===== src/rtl/comm_pkg.sv =====
// ----------------------------------------------------------------------------
// comm_pkg
// Shared widths and state encodings for the logic-analyzer serial link
// command framer.
//   CMD_W      : width of an assembled command (two bytes)
//   BYTE_W     : width of one UART byte
//   rx_state_t : receive-side framing states
//   tx_state_t : response-transmit states
// ----------------------------------------------------------------------------
package comm_pkg;

  localparam int CMD_W  = 16;
  localparam int BYTE_W = 8;

  typedef enum logic [1:0] {
    WAIT_HIGH = 2'd0,
    WAIT_LOW  = 2'd1,
    FULL      = 2'd2
  } rx_state_t;

  typedef enum logic [1:0] {
    TX_IDLE = 2'd0,
    TX_SEND = 2'd1,
    TX_WAIT = 2'd2
  } tx_state_t;

endpackage


===== src/rtl/cmd_framer_if.sv =====
// ----------------------------------------------------------------------------
// cmd_framer_if
// Bundles the UART receive/transmit handshakes and the dispatcher
// command/response handshakes seen by cmd_framer.
//   slave  : view used by cmd_framer (drives clr_rx_rdy, cmd, cmd_rdy,
//            timeout, trmt, tx_data, tx_busy, resp_sent)
//   master : view used by the surrounding UART/dispatcher (drives rx_rdy,
//            rx_data, clr_cmd_rdy, resp, send_resp, tx_done)
// ----------------------------------------------------------------------------
interface cmd_framer_if;
  import comm_pkg::*;

  logic              rx_rdy;
  logic [BYTE_W-1:0] rx_data;
  logic              clr_rx_rdy;
  logic [CMD_W-1:0]  cmd;
  logic              cmd_rdy;
  logic              clr_cmd_rdy;
  logic              timeout;
  logic [BYTE_W-1:0] resp;
  logic              send_resp;
  logic              trmt;
  logic [BYTE_W-1:0] tx_data;
  logic              tx_done;
  logic              tx_busy;
  logic              resp_sent;

  modport slave (
    input  rx_rdy, rx_data, clr_cmd_rdy, resp, send_resp, tx_done,
    output clr_rx_rdy, cmd, cmd_rdy, timeout, trmt, tx_data, tx_busy, resp_sent
  );

  modport master (
    output rx_rdy, rx_data, clr_cmd_rdy, resp, send_resp, tx_done,
    input  clr_rx_rdy, cmd, cmd_rdy, timeout, trmt, tx_data, tx_busy, resp_sent
  );

endinterface


===== src/rtl/frame_timer.sv =====
// ----------------------------------------------------------------------------
// frame_timer
// Inter-byte timer for the command framer. Counts cycles while en is high
// and flags the last allowed cycle of the wait.
//   clk     : system clock
//   rst     : synchronous active-high reset
//   clr     : restart the count at zero (wins over en)
//   en      : count this cycle
//   expired : high while counting and the count equals TIMEOUT_CYCLES-1
// ----------------------------------------------------------------------------
module frame_timer #(
  parameter int TIMEOUT_CYCLES = 1_000_000
) (
  input  logic clk,
  input  logic rst,
  input  logic clr,
  input  logic en,
  output logic expired
);

  localparam int             W    = $clog2(TIMEOUT_CYCLES + 1);
  localparam logic [W-1:0]   LAST = W'(TIMEOUT_CYCLES - 1);

  logic [W-1:0] count_q, count_d;

  // The owner leaves its waiting state on the cycle expired is seen, so the
  // count never exceeds TIMEOUT_CYCLES and the width cannot wrap.
  always_comb begin
    count_d = count_q;
    if (clr)
      count_d = '0;
    else if (en)
      count_d = count_q + 1'b1;
  end

  always_ff @(posedge clk) begin
    if (rst)
      count_q <= '0;
    else
      count_q <= count_d;
  end

  // Gated with en so a value left over from an earlier wait cannot leak out.
  assign expired = en && (count_q == LAST);

endmodule


===== src/rtl/cmd_framer.sv =====
// ----------------------------------------------------------------------------
// cmd_framer
// Slave-side command framer. Pairs received UART bytes into 16-bit commands
// (high byte first) for the dispatcher, discards a half command after an
// inter-byte timeout, and sends dispatcher response bytes through the UART
// transmitter. The RX and TX machines run independently.
//   clk : system clock, rising edge
//   rst : synchronous active-high reset
//   bus : cmd_framer_if.slave
//         rx_rdy/rx_data/clr_rx_rdy    UART receive handshake
//         cmd/cmd_rdy/clr_cmd_rdy      command to dispatcher
//         timeout                      pulse on half-command discard
//         resp/send_resp               response request from dispatcher
//         trmt/tx_data/tx_done         UART transmit handshake
//         tx_busy/resp_sent            response status
// ----------------------------------------------------------------------------
module cmd_framer
  import comm_pkg::*;
#(
  parameter int TIMEOUT_CYCLES = 1_000_000
) (
  input  logic         clk,
  input  logic         rst,
  cmd_framer_if.slave  bus
);

  // --------------------------------------------------------------------------
  // RX side
  // --------------------------------------------------------------------------
  rx_state_t         rx_state_q, rx_state_d;
  logic [BYTE_W-1:0] high_q, high_d;
  logic [CMD_W-1:0]  cmd_q, cmd_d;
  logic              cmd_rdy_q, cmd_rdy_d;
  logic              timeout_q, timeout_d;
  logic              timer_clr, timer_en, timer_expired;
  logic              accepting;

  // Bytes are only taken while waiting for one; in FULL they stay in the UART.
  assign accepting  = (rx_state_q == WAIT_HIGH) || (rx_state_q == WAIT_LOW);
  assign timer_clr  = (rx_state_q == WAIT_HIGH) && bus.rx_rdy;
  assign timer_en   = (rx_state_q == WAIT_LOW);

  frame_timer #(
    .TIMEOUT_CYCLES(TIMEOUT_CYCLES)
  ) u_timer (
    .clk     (clk),
    .rst     (rst),
    .clr     (timer_clr),
    .en      (timer_en),
    .expired (timer_expired)
  );

  // A received low byte takes priority over the timer expiring in the same
  // cycle. The clearing cycle of FULL never consumes a byte because the
  // byte-consume strobe only looks at the current state.
  always_comb begin
    rx_state_d = rx_state_q;
    high_d     = high_q;
    cmd_d      = cmd_q;
    cmd_rdy_d  = cmd_rdy_q;
    timeout_d  = 1'b0;
    unique case (rx_state_q)
      WAIT_HIGH: begin
        if (bus.rx_rdy) begin
          high_d     = bus.rx_data;
          rx_state_d = WAIT_LOW;
        end
      end
      WAIT_LOW: begin
        if (bus.rx_rdy) begin
          cmd_d      = {high_q, bus.rx_data};
          cmd_rdy_d  = 1'b1;
          rx_state_d = FULL;
        end else if (timer_expired) begin
          high_d     = '0;
          timeout_d  = 1'b1;
          rx_state_d = WAIT_HIGH;
        end
      end
      FULL: begin
        if (bus.clr_cmd_rdy) begin
          cmd_rdy_d  = 1'b0;
          rx_state_d = WAIT_HIGH;
        end
      end
      default: rx_state_d = WAIT_HIGH;
    endcase
  end

  always_ff @(posedge clk) begin
    if (rst) begin
      rx_state_q <= WAIT_HIGH;
      high_q     <= '0;
      cmd_q      <= '0;
      cmd_rdy_q  <= 1'b0;
      timeout_q  <= 1'b0;
    end else begin
      rx_state_q <= rx_state_d;
      high_q     <= high_d;
      cmd_q      <= cmd_d;
      cmd_rdy_q  <= cmd_rdy_d;
      timeout_q  <= timeout_d;
    end
  end

  assign bus.clr_rx_rdy = accepting && bus.rx_rdy;
  assign bus.cmd        = cmd_q;
  assign bus.cmd_rdy    = cmd_rdy_q;
  assign bus.timeout    = timeout_q;

  // --------------------------------------------------------------------------
  // TX side
  // --------------------------------------------------------------------------
  tx_state_t         tx_state_q, tx_state_d;
  logic [BYTE_W-1:0] tx_data_q, tx_data_d;
  logic              resp_sent_q, resp_sent_d;

  // send_resp is only looked at in TX_IDLE, so a request while busy is
  // dropped rather than queued; likewise tx_done only matters in TX_WAIT.
  always_comb begin
    tx_state_d  = tx_state_q;
    tx_data_d   = tx_data_q;
    resp_sent_d = 1'b0;
    unique case (tx_state_q)
      TX_IDLE: begin
        if (bus.send_resp) begin
          tx_data_d  = bus.resp;
          tx_state_d = TX_SEND;
        end
      end
      TX_SEND: tx_state_d = TX_WAIT;
      TX_WAIT: begin
        if (bus.tx_done) begin
          resp_sent_d = 1'b1;
          tx_state_d  = TX_IDLE;
        end
      end
      default: tx_state_d = TX_IDLE;
    endcase
  end

  always_ff @(posedge clk) begin
    if (rst) begin
      tx_state_q  <= TX_IDLE;
      tx_data_q   <= '0;
      resp_sent_q <= 1'b0;
    end else begin
      tx_state_q  <= tx_state_d;
      tx_data_q   <= tx_data_d;
      resp_sent_q <= resp_sent_d;
    end
  end

  assign bus.trmt      = (tx_state_q == TX_SEND);
  assign bus.tx_data   = tx_data_q;
  assign bus.tx_busy   = (tx_state_q != TX_IDLE);
  assign bus.resp_sent = resp_sent_q;

endmodule


===== src/flat_wrapper.sv =====
// flat-port wrapper written by rule: the top's interface ports become plain ports
module cmd_framer_flat import comm_pkg::*;
#(
  parameter int TIMEOUT_CYCLES = 1_000_000
)
  (clk, rst, bus_rx_rdy, bus_rx_data, bus_clr_cmd_rdy, bus_resp, bus_send_resp, bus_tx_done, bus_clr_rx_rdy, bus_cmd, bus_cmd_rdy, bus_timeout, bus_trmt, bus_tx_data, bus_tx_busy, bus_resp_sent);
  cmd_framer_if bus_i ();
  input  logic clk;
  input  logic rst;
  input wire logic [$bits(bus_i.rx_rdy)-1:0] bus_rx_rdy;
  input wire logic [$bits(bus_i.rx_data)-1:0] bus_rx_data;
  input wire logic [$bits(bus_i.clr_cmd_rdy)-1:0] bus_clr_cmd_rdy;
  input wire logic [$bits(bus_i.resp)-1:0] bus_resp;
  input wire logic [$bits(bus_i.send_resp)-1:0] bus_send_resp;
  input wire logic [$bits(bus_i.tx_done)-1:0] bus_tx_done;
  output wire logic [$bits(bus_i.clr_rx_rdy)-1:0] bus_clr_rx_rdy;
  output wire logic [$bits(bus_i.cmd)-1:0] bus_cmd;
  output wire logic [$bits(bus_i.cmd_rdy)-1:0] bus_cmd_rdy;
  output wire logic [$bits(bus_i.timeout)-1:0] bus_timeout;
  output wire logic [$bits(bus_i.trmt)-1:0] bus_trmt;
  output wire logic [$bits(bus_i.tx_data)-1:0] bus_tx_data;
  output wire logic [$bits(bus_i.tx_busy)-1:0] bus_tx_busy;
  output wire logic [$bits(bus_i.resp_sent)-1:0] bus_resp_sent;
  assign bus_i.rx_rdy = bus_rx_rdy;
  assign bus_i.rx_data = bus_rx_data;
  assign bus_i.clr_cmd_rdy = bus_clr_cmd_rdy;
  assign bus_i.resp = bus_resp;
  assign bus_i.send_resp = bus_send_resp;
  assign bus_i.tx_done = bus_tx_done;
  assign bus_clr_rx_rdy = bus_i.clr_rx_rdy;
  assign bus_cmd = bus_i.cmd;
  assign bus_cmd_rdy = bus_i.cmd_rdy;
  assign bus_timeout = bus_i.timeout;
  assign bus_trmt = bus_i.trmt;
  assign bus_tx_data = bus_i.tx_data;
  assign bus_tx_busy = bus_i.tx_busy;
  assign bus_resp_sent = bus_i.resp_sent;
  cmd_framer #(.TIMEOUT_CYCLES(TIMEOUT_CYCLES)) u_core (.clk(clk), .rst(rst), .bus(bus_i));
endmodule

===== config.mk =====
export PLATFORM = sky130hd
export DESIGN_NAME = cmd_framer_flat
export DESIGN_NICKNAME = d
export VERILOG_FILES = /design/src/rtl/comm_pkg.sv /design/src/rtl/cmd_framer_if.sv /design/src/rtl/frame_timer.sv /design/src/rtl/cmd_framer.sv /design/src/flat_wrapper.sv
export SDC_FILE = /design/constraint.sdc
export NUM_CORES = 1
export LEC_CHECK = 0
export CORE_MARGIN = 1.5
export CORE_UTILIZATION = 50
export DETAILED_ROUTE_END_ITERATION = 16
export PLACE_DENSITY = 0.79
export SETUP_SLACK_MARGIN = 0.3
export SYNTH_ARGS = -nofsm -noshare
export SYNTH_HDL_FRONTEND = slang
export SYNTH_SLANG_ARGS = --single-unit
export TNS_END_PERCENT = 5

===== constraint.sdc =====
create_clock -name clk -period 2 [get_ports clk]
set_input_delay 0.5 -clock clk [delete_from_list [all_inputs] [get_ports clk]]
set_output_delay 0.5 -clock clk [all_outputs]
set_load 0.01 [all_outputs]

# Yosys cells after proc, flatten, opt, wreduce, memory -nomap -nowiden
# Cells that the tools add are included.
# W data, S select, Z words.
[word_totals]
register_bits = 59
inputBits = 22
elab_cells = 60
[classes]
add_sub_neg = 1
reduce_logical = 18
mux = 17
n_bitwise = 2
n_eq_ne = 13
[ops]
columns = ["cell", "count"]
rows = [
  ["$mux W8", 3],
  ["$add A20 B1 Y20 const B", 1],
  ["$eq A20 B20 Y1 const B", 1],
  ["$pmux W8 S2", 1],
  ["$mux W2", 6],
  ["$ne A2 B2 Y1 const B", 6],
  ["$pmux W2 S3", 2],
  ["$reduce_and A2 Y1", 3],
  ["$reduce_and A3 Y1", 2],
  ["$reduce_bool A2 Y1", 3],
  ["$eq A2 B1 Y1 const B", 2],
  ["$eq A2 B2 Y1 const B", 2],
  ["$logic_not A2 Y1", 2],
  ["$mux W1", 4],
  ["$reduce_and A4 Y1", 1],
  ["$reduce_or A2 Y1", 2],
  ["$logic_and A1 B1 Y1", 3],
  ["$ne A3 B2 Y1 const B", 1],
  ["$reduce_or A3 Y1", 1],
  ["$ne A2 B1 Y1 const B", 1],
  ["$not A1 Y1", 2],
  ["$pmux W1 S2", 1],
  ["$logic_or A1 B1 Y1", 1],
]

# Depth between registers and ports, before layout
[logic_depth]
word_depth = 5
depth_mapped = 7
mapped_depth_nobuf = 5

# Cells and area by module
# Synthesis repeated with hierarchy kept, for this count alone.
[unflattened]
hier_cells = 278
hier_area_um2 = 2438.6
[by_module_without_submodules]
columns = ["mod", "instances", "cells_each", "seq_area_each_um2", "area_per_inst_um2"]
rows = [
  ["cmd_framer", 1, 166, 780.7, 1497.7],
  ["frame_timer", 1, 112, 400.4, 940.9],
]

# Worst setup path before layout
# OpenSTA, ideal clock, no wires.
[synth_path]
kind = "input to register"
from = "input port bus_rx_rdy"
to = "register u_core.u_timer.count_q[12]"
cell_stages = 6
arrival_ns = 1.683
path_slack_ns = 0.257
setup_ns = 0.059
path_cell_list = "buf_2 > nor3b_1 > or2_1 > buf_2 > or4_1 > nand2_1"
[synth_between]
elab_chain_len = 2
[synth_rtl]
columns = ["element", "line_no", "rtl"]
rows = [
  ["start, declared", "flat_wrapper.sv:10", "input wire logic [$bits(bus_i.rx_rdy)-1:0] bus_rx_rdy;"],
  ["$logic_and A1 B1 Y1", "cmd_framer.sv:40", "assign timer_clr = (rx_state_q == WAIT_HIGH) && bus.rx_rdy;"],
  ["$reduce_or A2 Y1 (no source line)", "-", ""],
  ["end signal, assigned", "frame_timer.sv:40", "count_q <= count_d;"],
  ["end, declared", "frame_timer.sv:24", "logic [W-1:0] count_q, count_d;"],
]
# No other way between the ends.
# A chain may end at the register's enable or synchronous reset.

# Worst setup path in the final report
[layout_path]
from = "register u_core.u_timer.count_q[0]"
to = "register u_core.u_timer.count_q[18]"
[layout_between]
elab_chain_len = 1
[layout_rtl]
columns = ["element", "line_no", "rtl"]
rows = [
  ["$add A20 B1 Y20", "frame_timer.sv:33", "count_d = count_q + 1'b1;"],
]
# No other way between the ends.

==> impl_metrics.tcl <==
set metrics [dict create \
    dp_hpwl_um 3760 \
    synth_edf_count 0 \
    cts_made_buffers 9 \
    diodes 0 \
    p_per_area_nw_per_um2 779 \
    die_y_um 72.4 \
    wl_um 5410 \
    rows 25 \
    core_area_um2 4690 \
    drtIter0Drc 146 \
    gp_congestion 0.793 \
    antenna_found_initial 0 \
    required_ns 2.26 \
    drive_above_1_share 0.126 \
    die_w_um 72.4 \
    cts-htree-levels 3 \
    r2r-start "u_core.u_timer.count_q[0]" \
    hold_path.class "reg2reg" \
    die-area_um2 5250 \
    insertion_delay_ns 0.33 \
    grt_pass1_vias 2079 \
    vdd_drop_max_mv 0.582 \
    r2r_cells 5 \
    worst_slack_ns 0.249 \
    synth-seq-cells 59 \
    place.port_buffers 51 \
    setup.worst_path.start "u_core.u_timer.count_q[0]" \
    area_growth_pct 34.0 \
    grt_pass1_wl_um 9030 \
    nNetsFinal 368 \
    post_drt_wl_per_cell_um 13.4 \
    yosys_most_used_dff "dfxtp_1" \
    syn_nets 309 \
    cts_sinks 59 \
    fmax_ghz 0.571 \
    dp_slack_ns -0.140 \
    rsz0062_at_grt "true" \
    status "completed" \
    slew_viol_final 0 \
    drt_first_pass_iters 4 \
    netlist_area_um2 2410 \
    tightest_slew_ns 0.377 \
    syn_avg_cell_area_um2 8.43 \
    drv_cap 0 \
    cts_tree "yes" \
    overflow 0 \
    synth.distinct_cells 40 \
    detail-route-antenna-nets 0 \
    setup_viol 0 \
    wl_met1_um 2390 \
    cp.arrival_ns 2.02 \
    top_layer_used "met4" \
    post-route-drc-count 0 \
    period_minus_slack_ns 1.75 \
    clk_pin_slew_ns 0.06 \
    critPathMaxFanout 7 \
    cp_slowest_cell "or4_1" \
    critPathLaunchType "flip-flop" \
    slew_headroom 0.748 \
    tns_ns 0 \
    grt_max_degree 21 \
    detail_route.vias_per_cell 5.40 \
    hold_viol_final 0 \
    wl_met3_um 267 \
    fin_crit_sh 0.875 \
    ctsRootBufferMaster "clkbuf_8" \
    ys_warn_count 0 \
    io_pins 52 \
    clock_skew_ns 0.00562 \
    wl_met2_um 2720 \
    p_total_mw 2.52 \
    postCtsSetupRepairBufs 0 \
    start_util 0.514 \
    worstSetupPathType "reg2reg" \
    crit_chain "ha_2 -> and4b_4 -> nand3_4 -> or4_1 -> a21oi_1" \
    syn_inst 286 \
    r2r_end "u_core.u_timer.count_q[18]" \
    p_leak_nw 1.17 \
    ys_seq_area_frac 0.490 \
    grt_usage 0.221 \
    async_reset_ff_frac 0 \
    rrSetupSlack_ns 0.25 \
    vias 2181 \
    endpoint_kind "flip-flop" \
    clock_path_buffers 2 \
    max_stage_delay_ns 0.52 \
    endpoint "u_core.u_timer.count_q[18]" \
]
-- power breakdown --
part | switching, mW | internal (mW) | leakage (nW) | total, mW
Clock | 0.448 | 0.507 | 0.0949 | 0.955
Sequential | 0.0405 | 1.23 | 0.481 | 1.27
Combinational | 0.139 | 0.151 | 0.590 | 0.290
Total | 0.627 | 1.89 | 1.17 | 2.52
-- worst max-delay path, delay by kind of cell (launching register included) --
kind                       cells  cell delay, ns
adders and majority gates      1            0.23
AOI/OAI and AO/OA              1            0.14
and+or+nand+nor                3            0.95
DFF                            1            0.37
-- worst min path at each step --
stage	startpoint	to	slack, ns	cells after the start
floorplan	u_core.tx_state_q[0]	u_core.bus.resp_sent	0.44	1
global placement	u_core.bus.tx_data[0]	u_core.bus.tx_data[0]	0.44	2
detailed placement	u_core.bus.cmd[9]	u_core.bus.cmd[9]	0.45	2
CTS	u_core.bus.cmd[9]	u_core.bus.cmd[9]	0.46	2
global route	u_core.tx_state_q[0]	u_core.bus.resp_sent	0.47	1
finish	u_core.bus.tx_data[6]	u_core.bus.tx_data[6]	0.45	2
-- layout by cell type, fill, tap and decap left out, types with 2 or more instances in the layout --
cell type         n
nor4bb_1          2
dfxtp_1          57
nor4b_2           2
xor2_1            7
nand2_1          59
xnor2_1           3
or3_1             5
or4_1             6
clkinv_2          4
nor2b_1           3
o31ai_1           5
inv_1            11
nand3_1           5
buf_4            10
mux2i_1           2
nor2_1           16
o21ai_0          10
and3_1            2
and2_1            3
clkbuf_8         11
dfxtp_2           2
a21oi_1          35
clkdlybuf4s50_1  48
a22oi_1           8
nand4_1           6
-- Yosys cell counts, types with 3 or more instances --
cell type   n  area [um^2]
nand3_1     5         25.0
and2_1      3         18.8
xnor2_1     3         26.3
nor2_1     17         63.8
o21ai_0    11         55.1
a21oi_1    36          180
or3_1       5         31.3
nand4_1     6         37.5
xor2_1      7         61.3
dfxtp_1    59         1180
buf_2       7         35.0
a22oi_1     8         60.1
inv_1      11         41.3
or4_1       6         45.0
clkbuf_1    7         26.3
nand2_1    60          225
nor2b_1     4         25.0
o31ai_1     5         37.5
-- registers in the layout (all words and copies together), names as in the netlist --
name,count
u_core.bus.cmd,16
u_core.rx_state_q,2
u_core.bus.resp_sent,1
u_core.bus.timeout,1
u_core.bus.cmd_rdy,1
u_core.bus.tx_data,8
u_core.u_timer.count_q,20
u_core.tx_state_q,2
u_core.high_q,8
-- timing repair --
action                     4_1_cts  5_1_grt
hold buffers                     0        0
setup endpoints to repair       35       48
pin swaps                        0        0
gates resized for setup          2       14
gates cloned                     0        1
-- metrics by stage --
| step | hold WS (ns) | area, um^2 | cells | utilization |
|---|---|---|---|---|
| after CTS | 0.456 | 3190 | 403 | 0.680 |
| after detailed placement | 0.447 | 3010 | 387 | 0.642 |
| final | 0.453 | 3230 | 404 | 0.689 |
| after global placement | 0.442 | 3010 | 387 | 0.642 |
| after global routing | 0.470 | 3230 | 404 | 0.689 |
| after floorplan | 0.437 | 2430 | 286 | - |
-- area by class of cell --
cell class / instances / area (um^2)
fill: 402 / 1460
inverter: 11 / 41.3
clock inverter: 5 / 27.5
timing repair buffer: 62 / 593
tap: 54 / 67.6
clock buffer: 11 / 151
multi-input combinational: 202 / 1170
sequential: 59 / 1180
-- per-layer routing --
layer	vias to the layer above	global-route usage
li1	1105	-
met1	1029	0.252
met2	43	0.382
met3	4	0.0778
met4	0	0.0776
met5	-	0
-- cell families (layout without fill, tap and decap cells) --
family	Yosys count	count (layout)	synth area share
AO/OA/AOI/OAI	63	63	0.146
XOR/XNOR	10	10	0.0363
adder cells (fa/ha/maj)	1	1	0.00519
buffers and inverters	25	89	0.0426
flip-flops	59	59	0.490
multiplexers	2	2	0.00830
AND/OR/NAND/NOR	126	126	0.271
Power figures use the tool's default switching activity.
